<file path="src/rtl/mips_pkg.sv">
// rtl/mips_pkg.sv - shared fetch-path defaults and the buffered {instruction, pc} entry type
package mips_pkg;

    localparam int IFQ_ADDR_W   = 8;
    localparam int IFQ_DATA_W   = 32;
    localparam int IFQ_DEPTH    = 4;
    localparam int IFQ_RESET_PC = 0;

    typedef struct packed {
        logic [IFQ_DATA_W-1:0] data;
        logic [IFQ_ADDR_W-1:0] pc;
    } fetch_entry_t;

endpackage

</file>
<file path="src/rtl/ifq_fifo.sv">
// rtl/ifq_fifo.sv - synchronous prefetch FIFO with flush; flush wins over a same-cycle push
module ifq_fifo #(
    parameter int W     = 40,
    parameter int DEPTH = 4
) (
    input  logic                     clk,
    input  logic                     reset,
    input  logic                     flush_i,
    input  logic                     push_i,
    input  logic [W-1:0]             push_data_i,
    input  logic                     pop_i,
    output logic [W-1:0]             head_o,
    output logic                     empty_o,
    output logic [$clog2(DEPTH):0]   count_o
);

    localparam int PW = $clog2(DEPTH);
    localparam int CW = PW + 1;

    logic [W-1:0]  mem_q [DEPTH];
    logic [PW-1:0] wr_ptr_q;
    logic [PW-1:0] rd_ptr_q;
    logic [CW-1:0] count_q;
    logic          do_push;
    logic          do_pop;

    assign do_pop  = pop_i && (count_q != '0);
    assign do_push = push_i && !flush_i && ((count_q != CW'(DEPTH)) || do_pop);

    always_ff @(posedge clk) begin
        if (reset || flush_i) begin
            wr_ptr_q <= '0;
            rd_ptr_q <= '0;
            count_q  <= '0;
        end else begin
            if (do_push) wr_ptr_q <= wr_ptr_q + 1'b1;
            if (do_pop)  rd_ptr_q <= rd_ptr_q + 1'b1;
            count_q <= count_q + CW'(do_push) - CW'(do_pop);
        end
    end

    // Storage is not reset; consumers only see it through a non-zero count.
    always_ff @(posedge clk) begin
        if (do_push) mem_q[wr_ptr_q] <= push_data_i;
    end

    assign head_o  = mem_q[rd_ptr_q];
    assign empty_o = (count_q == '0);
    assign count_o = count_q;

endmodule

</file>
<file path="src/rtl/ifetch_queue.sv">
// rtl/ifetch_queue.sv - credit-limited instruction fetch with prefetch FIFO and redirect squash
// Optional IFQ_BYPASS_EN: forward a response straight to the datapath when the FIFO is empty.
module ifetch_queue
    import mips_pkg::*;
#(
    parameter int                ADDR_W   = IFQ_ADDR_W,
    parameter int                DATA_W   = IFQ_DATA_W,
    parameter int                DEPTH    = IFQ_DEPTH,
    parameter logic [ADDR_W-1:0] RESET_PC = ADDR_W'(IFQ_RESET_PC)
) (
    input  logic                       clk,
    input  logic                       reset,
    output logic                       imem_req_valid,
    input  logic                       imem_req_ready,
    output logic [ADDR_W-1:0]          imem_req_addr,
    input  logic                       imem_rsp_valid,
    input  logic [DATA_W-1:0]          imem_rsp_data,
    output logic                       inst_valid,
    input  logic                       inst_ready,
    output logic [DATA_W-1:0]          inst_data,
    output logic [ADDR_W-1:0]          inst_pc,
    input  logic                       redirect_valid,
    input  logic [ADDR_W-1:0]          redirect_pc,
    output logic [$clog2(DEPTH):0]     ifq_count
);

    localparam int CW = $clog2(DEPTH) + 1;
    localparam int EW = DATA_W + ADDR_W;

    logic [ADDR_W-1:0] fetch_pc_q, fetch_pc_d;
    logic [ADDR_W-1:0] rsp_pc_q, rsp_pc_d;
    logic [CW-1:0]     outstanding_q, outstanding_d;
    logic [CW-1:0]     drop_q, drop_d;

    logic [EW-1:0]     head;
    logic [CW-1:0]     fifo_count;
    logic              fifo_empty;
    logic              req_fire;
    logic              rsp_fire;
    logic              rsp_keep;
    logic              bypass;
    logic              push;
    logic              pop;
    logic [CW:0]       credit_used;

    // Buffered entries and in-flight fetches share DEPTH credits, so a push never finds the FIFO full.
    assign credit_used    = {1'b0, fifo_count} + {1'b0, outstanding_q};
    assign imem_req_valid = !reset && !redirect_valid && (credit_used < (CW+1)'(DEPTH));
    assign imem_req_addr  = fetch_pc_q;
    assign req_fire       = imem_req_valid && imem_req_ready;

    assign rsp_fire = imem_rsp_valid && (outstanding_q != '0);
    assign rsp_keep = rsp_fire && (drop_q == '0) && !redirect_valid && !reset;

`ifdef IFQ_BYPASS_EN
    assign bypass = rsp_keep && fifo_empty && inst_ready;
`else
    assign bypass = 1'b0;
`endif

    assign push       = rsp_keep && !bypass;
    assign pop        = !reset && !fifo_empty && inst_ready;
    assign inst_valid = !reset && (!fifo_empty || bypass);
    assign inst_data  = !inst_valid ? '0 : (bypass ? imem_rsp_data : head[EW-1:ADDR_W]);
    assign inst_pc    = !inst_valid ? '0 : (bypass ? rsp_pc_q : head[ADDR_W-1:0]);
    assign ifq_count  = reset ? '0 : fifo_count;

    ifq_fifo #(
        .W     (EW),
        .DEPTH (DEPTH)
    ) u_fifo (
        .clk         (clk),
        .reset       (reset),
        .flush_i     (redirect_valid),
        .push_i      (push),
        .push_data_i ({imem_rsp_data, rsp_pc_q}),
        .pop_i       (pop),
        .head_o      (head),
        .empty_o     (fifo_empty),
        .count_o     (fifo_count)
    );

    always_comb begin
        fetch_pc_d    = fetch_pc_q;
        rsp_pc_d      = rsp_pc_q;
        drop_d        = drop_q;
        outstanding_d = outstanding_q + CW'(req_fire) - CW'(rsp_fire);
        if (redirect_valid) begin
            // Everything still in flight after this cycle belongs to the old path.
            fetch_pc_d = redirect_pc;
            rsp_pc_d   = redirect_pc;
            drop_d     = outstanding_q - CW'(rsp_fire);
        end else begin
            if (req_fire) fetch_pc_d = fetch_pc_q + 1'b1;
            if (rsp_fire) begin
                if (drop_q != '0) drop_d = drop_q - 1'b1;
                else              rsp_pc_d = rsp_pc_q + 1'b1;
            end
        end
    end

    always_ff @(posedge clk) begin
        if (reset) begin
            fetch_pc_q    <= RESET_PC;
            rsp_pc_q      <= RESET_PC;
            outstanding_q <= '0;
            drop_q        <= '0;
        end else begin
            fetch_pc_q    <= fetch_pc_d;
            rsp_pc_q      <= rsp_pc_d;
            outstanding_q <= outstanding_d;
            drop_q        <= drop_d;
        end
    end

endmodule
</file>
<file path="config.mk">
export PLATFORM = sky130hd
export DESIGN_NAME = ifetch_queue
export DESIGN_NICKNAME = d
export VERILOG_FILES = /design/src/rtl/mips_pkg.sv /design/src/rtl/ifq_fifo.sv /design/src/rtl/ifetch_queue.sv
export SDC_FILE = /design/constraint.sdc
export NUM_CORES = 1
export LEC_CHECK = 0
export CAP_MARGIN = 40
export CORE_ASPECT_RATIO = 1.2
export CORE_MARGIN = 8
export CORE_UTILIZATION = 54
export CTS_BUF_LIST = sky130_fd_sc_hd__clkbuf_4 sky130_fd_sc_hd__clkbuf_8 sky130_fd_sc_hd__clkbuf_16
export DETAILED_ROUTE_END_ITERATION = 8
export HOLD_SLACK_MARGIN = 0.12
export PLACE_DENSITY = 0.86
export SLEW_MARGIN = 5
export SYNTH_ARGS = -nofsm -noshare
export SYNTH_HDL_FRONTEND = slang
export SYNTH_HIERARCHICAL = 1
export SYNTH_SLANG_ARGS = --single-unit
export TNS_END_PERCENT = 100
</file>
<file path="constraint.sdc">
create_clock -name clk -period 3.9 [get_ports clk]
set_clock_uncertainty 0.2 [all_clocks]
set_input_delay 0.585 -clock clk [delete_from_list [all_inputs] [get_ports clk]]
set_output_delay 0.585 -clock clk [all_outputs]
set_load 0.02 [all_outputs]
</file>
==> run summary, run 1 <==
Across every metal layer, demand over resource in global routing totals 17.0%. Once layout is complete, the utilization of the core stands at 68.2%. The clock network accounts for 38.8% of the total power. From left edge to right edge, the die measures 127 um. The tools report the via count of the first global-routing pass as 4663. Kind of start point of the critical path: a flop. Of all nets on the critical path, the largest fanout is 26. Total negative slack for setup checks: 0 ns. Leaving out fill and tap cells, the most frequent cell in the layout is sky130_fd_sc_hd__edfxtp_1. The run gives 14400 um^2 as the area of the core region. TritonCTS built the clock tree. The worst setup path is of the reg2out kind.

In this run the post-CTS setup repair buffer count came out at 0. In the synthesized netlist the dominant register cell turns out to be sky130_fd_sc_hd__edfxtp_1. Net switching is 22.1% of the power. The placer's final routability congestion estimate is 0.800. Synthesis handed over a netlist of 453 instances.

For this design the static power due to leakage is 3.26 nW. After clock tree synthesis, the flow added hold-fix buffers numbering 0. The async set or reset register ratio after synthesis came out at 0%. The sequential element share of the synthesized area is 68.5%. The logs give 4 for the count of TritonRoute iterations in the first routing pass and 0.00444 W for the overall power consumption.

The number of cells on the worst reg-to-reg path was 16. The effective utilization at floorplan was 55.2%. The run gives 7920 um^2 as the post-synth design cell area. At the pin with the least slew margin, the transition time is 0.577 ns.

Fill cell total of the finished layout: 935. The H-tree depth is 4. The setup slack on the worst flop-to-flop path was 0.53 ns; the area taken by flip-flops and latches was 5430 um^2. The average instance in the mapped netlist occupies 17.5 um^2.

The shortest clock period the worst path allows after layout was 3.41 ns; the average wire per cell in the routed design was 20.2 um. The run gives 0 as the number of antenna-violating nets in the routed design. The run gives 363 as the violation count after the first detailed-route iteration. The root buffer cell chosen for the clock tree is sky130_fd_sc_hd__clkbuf_16.

The path type of the worst min-delay path was reg2reg. The tools report the half-perimeter wire length after detailed placement as 10.0 mm. The switching power of the nets is 0.000981 W, and the die outline area is 18800 um^2. The internal power of the cells totals 0.00346 W. Counting distinct cell types in the post-synthesis netlist gives 52.

The total overflow reported by the global router is 0, and the post-detailed-route via-to-cell ratio is 5.66. In this run the power density over the cells is 454 nW/um^2. After clock tree synthesis, the clock-pin slew on the worst setup and hold paths is 0.07 ns.

The logs give 0.42 ns for the clock latency on the worst-skew pair and 2290 um^2 for the multi-input combinational cell area. The tools report the count of unresolved DRC violations after routing as 0. For the number of endpoints with negative hold slack in the final report, the log shows 0. Maximum clock frequency: 293 MHz.

Wires add up to 15.3 mm. The number of buffers inserted during clock tree synthesis was 17; the number of slew-limit violations in the final report was 0. The worst setup path is captured at a primary output. The count of buffers added on input and output ports is 98. The post-synthesis register bit count is 191.

The number of nets in the synthesized netlist is 517. Total clock sinks: 191. The number of antenna violations at the first check in global routing is 1, and the post-route fraction of the period consumed by the critical path is 87.4%. In the layout the commonest cells are sky130_fd_sc_hd__edfxtp_1, sky130_fd_sc_hd__clkdlybuf4s50_1, sky130_fd_sc_hd__and2_1. Across the VDD grid, the largest voltage drop is 0.000317 V. After detailed placement, the design holds a cell count of 725. The data arrival at the endpoint of the critical path is 2.63 ns, and the pin count of the biggest net entering global routing is 42.

The post-route netlist has 17.2% of its cells at a drive strength greater than 1. First-pass GRT wire length: 24.7 mm. Setup repair after global routing left no endpoint under its margin. Compared with the post-synthesis result, the final layout area differs by 23.6%.

Number of inserted diodes: 0. The finished layout holds 757 standard cells, fillers aside. Number of synthesis warnings: 6. Across all layers, the routed design uses 4287 vias.

The synthesized design contains 160 enable-type register cells. The relative slew slack came out at 61.5%. The flow ran to the end, and the final reports show no timing, DRC or antenna violations. Registers are responsible for 52.1% of the overall power. The floorplan step set the die height to 149 um. Setup violations remaining at the end of the flow were counted as 0.

The run gives 0 as the number of gates resized after CTS. The longest clock path from root to sink contains 2 buffers. The number of cells on the worst hold path came out at 2. For the worst setup path, the data required time is 3.12 ns. 99 I/O pins were placed. The run gives 633 as the layout net count.

Number of rows created at floorplan: 48. The tool flagged a number of max-cap violations equal to 0. The share of total power dissipated in combinational logic is 9.0%.
==> synth_stat cells (2+ instances only) <==
| master | n | area share, % |
|---|---|---|
| sky130_fd_sc_hd__edfxtp_1 | 160 | 61 |
| sky130_fd_sc_hd__and2_1 | 48 | 3.8 |
| sky130_fd_sc_hd__mux4_2 | 40 | 11 |
| sky130_fd_sc_hd__dfxtp_1 | 31 | 7.8 |
| sky130_fd_sc_hd__inv_1 | 18 | 0.85 |
| sky130_fd_sc_hd__ha_1 | 16 | 2.5 |
| sky130_fd_sc_hd__a21oi_1 | 13 | 0.82 |
| sky130_fd_sc_hd__a21boi_0 | 10 | 0.95 |
| sky130_fd_sc_hd__nand2_1 | 10 | 0.47 |
| sky130_fd_sc_hd__xor2_1 | 10 | 1.1 |
| sky130_fd_sc_hd__clkbuf_1 | 8 | 0.38 |
| sky130_fd_sc_hd__nor3_1 | 8 | 0.51 |
| sky130_fd_sc_hd__xnor2_1 | 8 | 0.88 |
| sky130_fd_sc_hd__nand3_1 | 7 | 0.44 |
| sky130_fd_sc_hd__nor2_1 | 5 | 0.24 |
| sky130_fd_sc_hd__nor2b_1 | 5 | 0.40 |
| sky130_fd_sc_hd__buf_12 | 4 | 1.0 |
| sky130_fd_sc_hd__buf_2 | 4 | 0.25 |
| sky130_fd_sc_hd__mux2i_1 | 4 | 0.51 |
| sky130_fd_sc_hd__and4_1 | 3 | 0.33 |
| sky130_fd_sc_hd__nand4_1 | 3 | 0.24 |
| sky130_fd_sc_hd__a21boi_1 | 2 | 0.19 |
| sky130_fd_sc_hd__and3_1 | 2 | 0.16 |
| sky130_fd_sc_hd__fa_1 | 2 | 0.51 |
| sky130_fd_sc_hd__o21ai_0 | 2 | 0.13 |
| sky130_fd_sc_hd__o21bai_1 | 2 | 0.19 |
| sky130_fd_sc_hd__o31a_1 | 2 | 0.22 |
| sky130_fd_sc_hd__or3_1 | 2 | 0.16 |
==> flip-flops by register name, indices dropped and copies added, names as in the netlist, named ones only <==
register         cells
u_fifo/count_o       3
u_fifo/rd_ptr_q      2
rsp_pc_q             8
outstanding_q        3
imem_req_addr        8
drop_q               3
u_fifo/mem_q       160
u_fifo/wr_ptr_q      2
==> area by class of cell <==
cell class	count	share of cell area (%)
clock buffers	24	5.60
inverters	19	0.729
clock inverters	8	0.652
repair buffers	114	11.9
flip-flops and latches	191	55.5
multi-input cells	226	23.4
well taps	175	2.24
==> power by group through the flow <==
| stage | registers, W | clock network (W) | logic, W |
|---|---|---|---|
| after floorplan | 0.00236 | 0 | 0.000246 |
| after global placement | 0.00236 | 0 | 0.000377 |
| after detailed placement | 0.00236 | 0 | 0.000401 |
| after CTS | 0.00232 | 0.00176 | 0.000406 |
| after global routing | 0.00232 | 0.00183 | 0.000449 |
| final | 0.00232 | 0.00173 | 0.000401 |
==> cells by family (layout without fill, tap and decap cells) <==
kind of cell	count (synthesis)	in the layout	share of synthesized area, %
AO/OA/AOI/OAI	41	41	3.52
XOR/XNOR	18	18	1.99
adder cells (fa/ha/maj)	18	18	3.03
buffers and inverters	36	165	2.69
flip-flops	191	191	68.5
multiplexers	44	44	11.9
AND/OR/NAND/NOR	105	105	8.37
==> critical path: stages, from the launching register on <==
cell	delay [ns]
sky130_fd_sc_hd__dfxtp_4	0.70
sky130_fd_sc_hd__buf_12	0.25
sky130_fd_sc_hd__mux4_2	0.53
sky130_fd_sc_hd__and2_1	0.16
sky130_fd_sc_hd__clkdlybuf4s50_1	0.54
==> metrics by stage <==
stage          hold WS, ns  setup slack [ns]  instance area, um^2
2_1_floorplan        0.262             0.699                 7920
3_3_place_gp         0.280             0.204                 9170
3_5_place_dp         0.284            0.0852                 9170
4_1_cts              0.301             0.389                 9780
5_1_grt              0.338             0.311                 9780
6_report             0.303             0.490                 9780
==> worst paths after layout <==
check	from	endpoint
max	flop	inst_data[11]
min	u_fifo/rd_ptr_q[0]	flop
max reg2reg	drop_q[0]	u_fifo/count_o[2]
min reg2reg	u_fifo/rd_ptr_q[0]	flop
==> layer usage <==
metal | up-vias | global-route usage, % | share of wire [%]
met5 | - | 0 | 0.059
met3 | 16 | 5.27 | 6.9
li1 | 1984 | - | -
met2 | 154 | 29.4 | 51
met1 | 2131 | 20.3 | 41
met4 | 2 | 4.34 | 0.88
Note: power is estimated with default switching activity, not from simulation.
==> inputs of run 2 (changes only) <==
--- a/config.mk
+++ b/config.mk
@@ -7,7 +7,6 @@
 export LEC_CHECK = 0
 export CAP_MARGIN = 40
 export CORE_ASPECT_RATIO = 1.2
-export CORE_MARGIN = 8
 export CORE_UTILIZATION = 54
 export CTS_BUF_LIST = sky130_fd_sc_hd__clkbuf_4 sky130_fd_sc_hd__clkbuf_8 sky130_fd_sc_hd__clkbuf_16
 export DETAILED_ROUTE_END_ITERATION = 8
==> run summary, run 2 (synthesis results as in run 1) <==
The flow ran to the end, and the final reports show no timing, DRC or antenna violations. For the total global routing track utilization, the log shows 21.0% (+4.0 points). The total of buffers placed on input and output ports is 98 (unchanged), and the overall power consumption is 0.00451 W (+1.5%). The count of unresolved DRC violations after routing is 0 (unchanged), and the number of cells on the worst reg-to-reg path is 16 (unchanged).

The number of gates on the worst path with buffers counted is 15 (+11), and the number of setup violations in the final report is 0 (unchanged). Clock share of power: 39.6% (+0.8 points). The effective utilization at floorplan came out at 55.2% (unchanged). Setup repair after global routing left no endpoint under its margin. The run gives 0 (unchanged) as the number of max-capacitance violations reported. The post-CTS setup buffer count came out at 0 (unchanged). By instance count, the cell type seen most on the critical path is sky130_fd_sc_hd__inv_1. The total overflow reported by the global router is 0 (unchanged). Leaving out fill and tap cells, the most frequent cells in the layout are sky130_fd_sc_hd__edfxtp_1, sky130_fd_sc_hd__clkdlybuf4s50_1, sky130_fd_sc_hd__and2_1. The cell area after placement was 9150 um^2 (-0.22%); the routed length on met3 was 735 um (-31%). The logs give 14.8 mm (-3.3%) for the final routed wirelength across all metal layers and 4 (unchanged) for the H-tree depth. The final worst hold slack came out at 0.304 ns (+0.00119 ns). The tools report the share of total power in combinational logic as 9.0% (about the same).

The worst hold path belongs to the class reg2reg. The tools report the violation count after the first detailed-route iteration as 254 (-30%). The post-detailed-route via-to-cell ratio was 5.69 (+0.40%); the peak supply drop was 0.000305 V (-3.6%). The switching part of the total power was 23.5% (+1.4 points). The synthesis-to-layout area growth was 23.4%; the number of cells on the worst hold path was 2 (unchanged). Power per standard cell area: 461 nW/um^2 (+1.6%). The worst slack at placement came out at -0.0635 ns (-0.149 ns).

Number of hold buffers added after CTS: 0 (unchanged). The average wire per cell in the routed design came out at 19.5 um (-3.3%). TritonCTS built the clock tree. The run gives 4.01 ns (+0.89 ns) as the required arrival time at the worst endpoint.

The shortest clock period the worst path allows after layout was 3.60 ns (+0.193 ns); the setup slack on the worst flop-to-flop path was 0.30 ns (-0.23 ns). The logs give 6.06 mm (-3.6%) for the detailed-route wire length on metal 1 and 0.00345 W (-0.38%) for the internal power of the cells. The data arrival at the endpoint of the critical path was 3.72 ns (+1.09 ns); the count of TritonRoute iterations in the first routing pass was 4 (unchanged).

The first-pass GRT wire length came out at 23.5 mm (-5.1%). The power share of the sequential group was 51.4% (-0.7 points). The post-route fraction of the period consumed by the critical path works out to 92.4% (+4.9 points). The number of flip-flops under the largest register name came out at 160 (unchanged). For the number of buffers inserted during clock tree synthesis, the log shows 17 (unchanged). The most critical setup path has its endpoint at u_fifo/count_o[2]. For the area taken by flip-flops and latches, the log shows 5430 um^2 (unchanged). The area of all placed cells without fillers was 9770 um^2 (-0.10%). The multi-input combinational cell area was 2290 um^2 (unchanged); the placer's final routability congestion estimate was 0.803 (+0.43%). The number of I/O pins is 99 (unchanged), and the final cell utilization of the core is 68.1% (-0.070 points).

Number of antenna violations at the first check in global routing: 1 (unchanged). Nature of the critical path endpoint: a flop. For the number of endpoints with negative hold slack in the final report, the log shows 0 (unchanged). The worst register-to-register path begins at drop_q[0]. The worst register-to-register path ends at u_fifo/count_o[2]. Number of rows created at floorplan: 48 (unchanged). The signal on the critical path passes through clkdlybuf4s50_1 > nand3b_4 > or2_1 > nor3_1 > inv_1 > nor3_1 > inv_1 > ha_1 > inv_1 > ha_1 > inv_1 > fa_1 > xnor2_1 > xnor2_1 > and2_1.

Share of cells above drive strength 1: 17.0% (-0.14 points). The largest incremental delay on the critical path works out to 0.54 ns (-0.16 ns). The overall die width was 113 um (-11%); the pin count of the biggest net entering global routing was 42 (unchanged). The run gives 15200 um^2 (-19%) as the die outline area. The logs give 949 (+1.5%) for the fill cell total of the finished layout and 54.3% (-7.3 points) for the relative slew slack.

More flip-flops sit in one register than any other, and that register is u_fifo/mem_q. The via count is 4304 (+0.40%). The setup path with the least slack is of type in2reg. The via count of the first global-routing pass was 4510 (-3.3%).

Clock-pin slew on the worst setup and hold paths: 0.07 ns (about the same). The launching element of the worst setup path is imem_rsp_valid. Kind of cell adding the most delay to the critical path: simple AND/OR/NAND/NOR gates. The slowest stage of the critical path is the sky130_fd_sc_hd__clkdlybuf4s50_1 cell.

The logs give 2 (unchanged) for the number of buffers on the longest clock path and 632 (-0.16%) for the layout net count. The top routing layer in use was met4. The number of gates resized after CTS was 0 (unchanged); the total clock sinks was 191 (unchanged). The area of the core region is 14400 um^2 (unchanged), and the vertical extent of the die is 135 um (-9.4%). The tools report the maximum clock frequency as 278 MHz (-5.3%). The worst setup path is launched from a primary input. For the half-perimeter wire length after detailed placement, the log shows 9.47 mm (-5.6%). The number of antenna-violating nets in the routed design was 0 (unchanged).

The run gives 0.00106 W (+8.0%) as the switching power of the nets. The library cell used most frequently in the layout, excluding fill and tap cells, is sky130_fd_sc_hd__edfxtp_1. The buffer type at the clock tree root is sky130_fd_sc_hd__clkbuf_16. The detailed route wirelength on metal2 is 7.81 mm (about the same), and the maximum fanout along the worst path is 4 (-85%).

The transition time at the pin with the least slew margin came out at 0.686 ns (+0.109 ns). The tools report the worst setup slack after layout as 0.297 ns (-0.193 ns). The run gives 0.42 ns (about the same) as the clock latency on the worst-skew pair.

The number of buffers and inverters on the critical path was 5 (+3); the number of slew-limit violations in the final report was 0 (unchanged). The reported leakage power is 3.26 nW (about the same).
## run 2: routing by layer
metal / up-vias / track usage [%]
met4: 0 / 7.48
met1: 2174 / 25.9
met3: 15 / 4.98
met2: 130 / 36.6
met5: - / 0
li1: 1985 / -
## run 2: worst min path at each step
stage,startpoint,to
after global routing,u_fifo/rd_ptr_q[0],flop
after global placement,u_fifo/rd_ptr_q[0],flop
after floorplan,u_fifo/rd_ptr_q[0],flop
after detailed placement,u_fifo/rd_ptr_q[0],flop
after CTS,u_fifo/rd_ptr_q[0],flop
final,u_fifo/rd_ptr_q[0],flop
## run 2: area by class of cell
type | instances | share of cell area [%]
sequential | 191 | 55.6
multi-input combinational | 226 | 23.4
timing repair buffer | 113 | 11.7
clock buffer | 17 | 4.35
tap | 175 | 2.24
clock inverter | 15 | 1.98
inverter | 19 | 0.730
antenna | 1 | 0.0256
## run 2: power groups by stage
stage | clock network, W | logic (W) | registers (W)
after floorplan | 0 | 0.000246 | 0.00236
after global placement | 0 | 0.000376 | 0.00236
after detailed placement | 0 | 0.000401 | 0.00236
after CTS | 0.00182 | 0.000405 | 0.00232
after global routing | 0.00190 | 0.000446 | 0.00233
final | 0.00179 | 0.000405 | 0.00232
## run 2: stage by stage
step                std cells  TNS [ns]
floorplan                 453         0
global placement          724         0
detailed placement        724   -0.0635
CTS                       756         0
global route              756         0
finish                    757         0
## run 2: tightest hold or removal path, stage by stage (launching register included)
cell and delay (ns):
sky130_fd_sc_hd__dfxtp_1 0.32, sky130_fd_sc_hd__nand2_1 0.08, sky130_fd_sc_hd__mux2i_1 0.06
